--- config.mk ---
export PLATFORM = sky130hd
export DESIGN_NAME = mem_subsystem
export DESIGN_NICKNAME = d
export VERILOG_FILES = /design/src/rtl/mem_subsystem.sv
export SDC_FILE = /design/constraint.sdc
export NUM_CORES = 2
export LEC_CHECK = 0
export BUFFER_PORTS_ARGS = -buffer_cell sky130_fd_sc_hd__buf_4
export CORE_MARGIN = 2
export CORE_UTILIZATION = 50
export CTS_CLUSTER_DIAMETER = 50
export CTS_CLUSTER_SIZE = 25
export DETAILED_ROUTE_END_ITERATION = 8
export PLACE_DENSITY = 0.68
export SLEW_MARGIN = 40
export SYNTH_ARGS = -nofsm -noshare
export SYNTH_HDL_FRONTEND = slang
export SYNTH_SLANG_ARGS = --single-unit
--- constraint.sdc ---
create_clock -name clk -period 3.8 [get_ports clk]
set_input_delay 0.76 -clock clk [delete_from_list [all_inputs] [get_ports clk]]
set_output_delay 0.76 -clock clk [all_outputs]
set_load 0.03 [all_outputs]
--- src/rtl/mem_subsystem.sv ---
// mem_subsystem: word-addressed RAM plus switch/LED I/O registers behind a wait-state FSM.
//
// Ports:
//   clk        system clock, all state updates on the rising edge
//   reset      synchronous active-high reset
//   mem_cmd    2'b00 none, 2'b01 read, 2'b10 write, 2'b11 illegal (ignored)
//   mem_addr   word address
//   write_data store data, sampled with the command
//   read_data  registered load result, held until the next completed read
//   mem_ready  one-cycle pulse when an access has completed
//   sw         board switches, readable at 0x100
//   leds       registered board LEDs, read/write at 0x140
//   bus_err    only when MEM_BUS_ERR_EN is defined: pulses on unmapped access,
//              write to SW, or one cycle after an illegal command in IDLE
//
// Optional feature macro: MEM_BUS_ERR_EN
module mem_subsystem #(
    parameter int DATA_W      = 16,
    parameter int ADDR_W      = 9,
    parameter int RAM_WORDS   = 256,
    parameter int WAIT_STATES = 0
) (
    input  logic              clk,
    input  logic              reset,
    input  logic [1:0]        mem_cmd,
    input  logic [ADDR_W-1:0] mem_addr,
    input  logic [DATA_W-1:0] write_data,
    output logic [DATA_W-1:0] read_data,
    output logic              mem_ready,
    input  logic [7:0]        sw,
    output logic [7:0]        leds
`ifdef MEM_BUS_ERR_EN
    ,
    output logic              bus_err
`endif
);
    localparam logic [1:0] IDLE = 2'd0, BUSY = 2'd1, DONE = 2'd2;
    logic [1:0]        state;
    logic [3:0]        cnt;
    logic              a_wr;
    logic [ADDR_W-1:0] a_addr;
    logic [DATA_W-1:0] a_data;
    logic [DATA_W-1:0] ram [RAM_WORDS];
    logic              ram_hit, sw_hit, led_hit, accept, access;
    logic [DATA_W-1:0] rd_mux;
    // The full-width compare keeps 0x100 and above out of RAM even at 256 words.
    assign ram_hit   = a_addr < ADDR_W'(RAM_WORDS);
    assign sw_hit    = a_addr == ADDR_W'(9'h100);
    assign led_hit   = a_addr == ADDR_W'(9'h140);
    assign accept    = state == IDLE && (mem_cmd == 2'b01 || mem_cmd == 2'b10);
    assign access    = state == BUSY && cnt == 4'd0;
    assign mem_ready = state == DONE;
    assign rd_mux    = ram_hit ? ram[a_addr[7:0]] : sw_hit ? DATA_W'(sw) : led_hit ? DATA_W'(leds) : '0;
    always_ff @(posedge clk) begin
        if (accept) begin
            a_wr   <= mem_cmd[1];
            a_addr <= mem_addr;
            a_data <= write_data;
        end
    end
    // RAM is never cleared; reset only blocks a pending write from committing.
    always_ff @(posedge clk) begin
        if (!reset && access && a_wr && ram_hit) ram[a_addr[7:0]] <= a_data;
    end
    always_ff @(posedge clk) begin
        if (reset) begin
            state     <= IDLE;
            cnt       <= '0;
            read_data <= '0;
            leds      <= '0;
        end else begin
            state <= accept ? BUSY : access ? DONE : state == BUSY ? BUSY : IDLE;
            cnt   <= accept ? 4'(WAIT_STATES) : (state == BUSY && cnt != 4'd0) ? cnt - 4'd1 : cnt;
            if (access && !a_wr) read_data <= rd_mux;
            if (access && a_wr && led_hit) leds <= a_data[7:0];
        end
    end
`ifdef MEM_BUS_ERR_EN
    always_ff @(posedge clk) begin
        if (reset) bus_err <= 1'b0;
        else bus_err <= (state == IDLE && mem_cmd == 2'b11) ||
                        (access && (a_wr ? !(ram_hit || led_hit) : !(ram_hit || sw_hit || led_hit)));
    end
`endif
endmodule

==> results.md <==
- Drt wl/cell: 36.5 um
- Antenna Violating Nets Remaining: 0
- Post-Syn Area: 160000 sq um
- FMAX: 266 MHz
- Post-synth cell types: 77
- RSZ-0062 raised after global routing: no
- P_int: 77.7 mW
- Crit path largest cell delay: 0.77 ns
- Post-DP HPWL: 296000 um
- FP Rows: 207
- Post-Layout Cell Count: 12800
- Post-synthesis sequential area ratio: 77.7%
- First-pass detailed-route iteration total: 6
- Crit. End Element: register
- Setup Crit Path Kind: register to register
- Hold path cells: 1
- Peak VDD IR: 0.478 mV
- Leak pwr: 59.8 nW
- Clock Latency Late Sink: 0.99 ns
- CTS clock-pin slew for the worst setup and hold paths: 0.06 ns
- Setup Viol. Count Final: 0
- EDFF count, synth: 4122
- Clock share of power: 38.9%
- PD cells: 566 nW/um^2
- NumNets Final: 8283
- Residual DRC: 0
- Area of the multi-input gates: 33700 sq um
- Worst path required time: 4.66 ns
- Slew HR: 30.8%
- Largest net degree at the start of global routing: 162
- Filler cell count: 22000
- Reg2reg end: read_data[15]
- Final slew viol count: 0
- CTS tree: built
- P&R area growth vs syn: 17.0%
- CP most frequent cell: buf_12
- Clk root buf: clkbuf_16
- Status: complete, no violations
- CP max FO: 41
- HP Class: input port to register
- Max Root-Sink Buffers: 4
- Commonest cells after routing, fill and taps aside: 4122 x edfxtp_1, 978 x mux4_2, 668 x buf_4
- H-tree depth: 5
- Fin area: 187000 sq um
- Synth Net Count: 7377
- Hold wc startpoint: mem_addr[2]
- Sw Ratio: 26.8%
- Effective utilization at floorplan: 50.3%
- #FFs+latches synth: 4160
- Switching pwr: 28.4 mW
- Commonest non-fill, non-tap cell in the layout: edfxtp_1
- Placed cell area: 173000 sq um
- Congestion Overflow GR: 0
- Syn avg cell area: 21.8 sq um
- Die Width: 570 um
- Die height: 570 um
- DIE AREA: 325000 sq um
- Min cycle time layout: 3.75 ns
- Gate power share: 12.8%
- Reg area: 125000 sq um
- Worst-path cell chain: buf_12 -> buf_12 -> mux4_2 -> nor3_1 -> nor4_1 -> a41oi_1 -> buf_4 -> o21ai_0 -> a22o_1
- Reg2reg path depth: 9
- First-pass GRT wire length: 644000 um
- Slowest-stage cell, CP: nor3_1
- Via Count: 84700
- Routability cong.: 0.950
- Iter 0 DRT Violations: 14000
- Hold Path End: a_addr[2]
- Final Hold Viols: 0
- Total CTS buffers: 387
- Async SR Flop Fraction: 0%
- Max Cap Viol: 0
- Top FF cell, synth: edfxtp_1
- Clock skew: 0.0621 ns
- Core Region: 318000 sq um
- Clock sink total: 4160
- Vias in the first global route: 81500
- Tot GR Track Use: 28.5%
- Share of layout cells above drive strength 1: 32.4%
- Post-Syn Instances: 7339
- # IOs: 62
- Initial antenna violation count: 27
- Warnings from Yosys: 0
- Sequential power share: 48.3%
- CP arrival: 4.61 ns
- Fin crit share: 98.8%
- Port buffer count: 61
- Reg2reg setup slack: 0.05 ns
- Inst Count DP: 12000
- Measured slew at the worst slew-check pin: 1.04 ns
- Crit start category: register
- Post-Route WL: 467000 um
- Vias per std cell: 6.63
## worst max-delay path by stage
stage | start | end | slack [ns] | depth (start not counted)
after floorplan | a_data[0] | ram[0][0] | -0.26 | 0
after global placement | register | read_data[10] | -0.49 | 10
after detailed placement | register | read_data[14] | -0.37 | 11
after CTS | register | read_data[11] | 0.009 | 10
after global routing | register | read_data[6] | 0.03 | 10
final | register | read_data[15] | 0.05 | 9
## kinds of logic (layout without fill, tap and decap cells)
family / after synthesis / count (layout) / share of synthesized area, %
XOR/XNOR: 4 / 4 / 0.0219
AO/OA/AOI/OAI: 578 / 578 / 2.52
AND/OR/NAND/NOR: 863 / 863 / 2.40
buffers and inverters: 431 / 1673 / 1.52
other: 0 / 18 / 0
multiplexers: 1302 / 1302 / 15.8
adder cells (fa/ha/maj): 1 / 1 / 0.00781
flip-flops: 4160 / 4160 / 77.7
## timing repair
| item | CTS | global route |
|---|---|---|
| hold buffers | 24 | 0 |
| hold endpoints to repair | 24 | 0 |
| endpoints found under the setup margin | 12 | 3 |
| gates resized for setup | 3 | 2 |
| setup buffers | 4 | 5 |
## critical path: cells and delay by family, from the launching register on
kind,cells,cell delay (ns)
AO/OA/AOI/OAI,3,0.80
multiplexers,1,0.51
AND/OR/NAND/NOR,2,0.92
buffers and inverters,3,0.76
flip-flops,1,0.61
## per-stage QoR
| stage | setup TNS (ns) | setup WS [ns] | hold slack [ns] | power [mW] | util, % |
|---|---|---|---|---|---|
| finish | 0 | 0.0467 | 0.0432 | 106 | 58.9 |
| floorplan | -1041.99 | -0.263 | 0.491 | 59.6 | - |
| detailed placement | -1.42 | -0.368 | 0.513 | 65.5 | 54.4 |
| global route | 0 | 0.0297 | 0.0221 | 108 | 58.9 |
| global placement | -2.55 | -0.486 | 0.502 | 65.3 | 54.3 |
| CTS | 0 | 0.00919 | 0.000465 | 106 | 58.8 |
## cell usage after synthesis (all sizes together), types with 14 or more instances
master	instances	share of area [%]
a2111oi	16	0.087
a211oi	33	0.15
a21oi	96	0.30
a221oi	15	0.082
a22oi	85	0.40
a31oi	23	0.090
and2	27	0.11
buf	270	1.1
clkbuf	152	0.36
dfxtp	38	0.47
edfxtp	4122	77
mux2	34	0.24
mux2i	290	1.8
mux4	978	14
nand2	215	0.50
nand2b	21	0.082
nand3	87	0.27
nand4	15	0.059
nor2	351	0.82
nor2b	36	0.14
nor3	51	0.16
nor4	15	0.059
o21ai	53	0.17
o221ai	46	0.25
o22ai	102	0.40
or3	14	0.055
## flip-flops by register name, indices dropped and copies added, names as in the netlist, named ones only
register   count
ram         4096
a_wr           1
read_data     16
a_data        16
a_addr         9
leds           8
state          2
cnt            4
## metal layers
metal	share of wire, %	global-route usage (%)	wire, um
met2	46	43.3	215000
met5	0.019	0	87
met1	36	38.8	167000
met3	12	6.40	55300
met4	6.3	15.3	29200
## layout make-up
type	count	area share [%]
tap	4180	2.79
timing repair buffer	940	5.40
clock buffer	404	5.27
clock inverter	321	2.09
sequential	4160	66.4
antenna	18	0.0240
multi-input combinational	2748	18.0
inverter	8	0.0200
## power groups by stage
stage | Clock (mW) | Sequential (mW) | Combinational (mW)
2_1_floorplan | 0 | 52.9 | 6.69
5_1_grt | 43.3 | 51.2 | 13.9
3_5_place_dp | 0 | 52.3 | 13.2
3_3_place_gp | 0 | 52.3 | 12.9
4_1_cts | 41.7 | 51.3 | 13.3
6_report | 41.3 | 51.3 | 13.6
No activity file was read; power rests on OpenSTA's default activity.
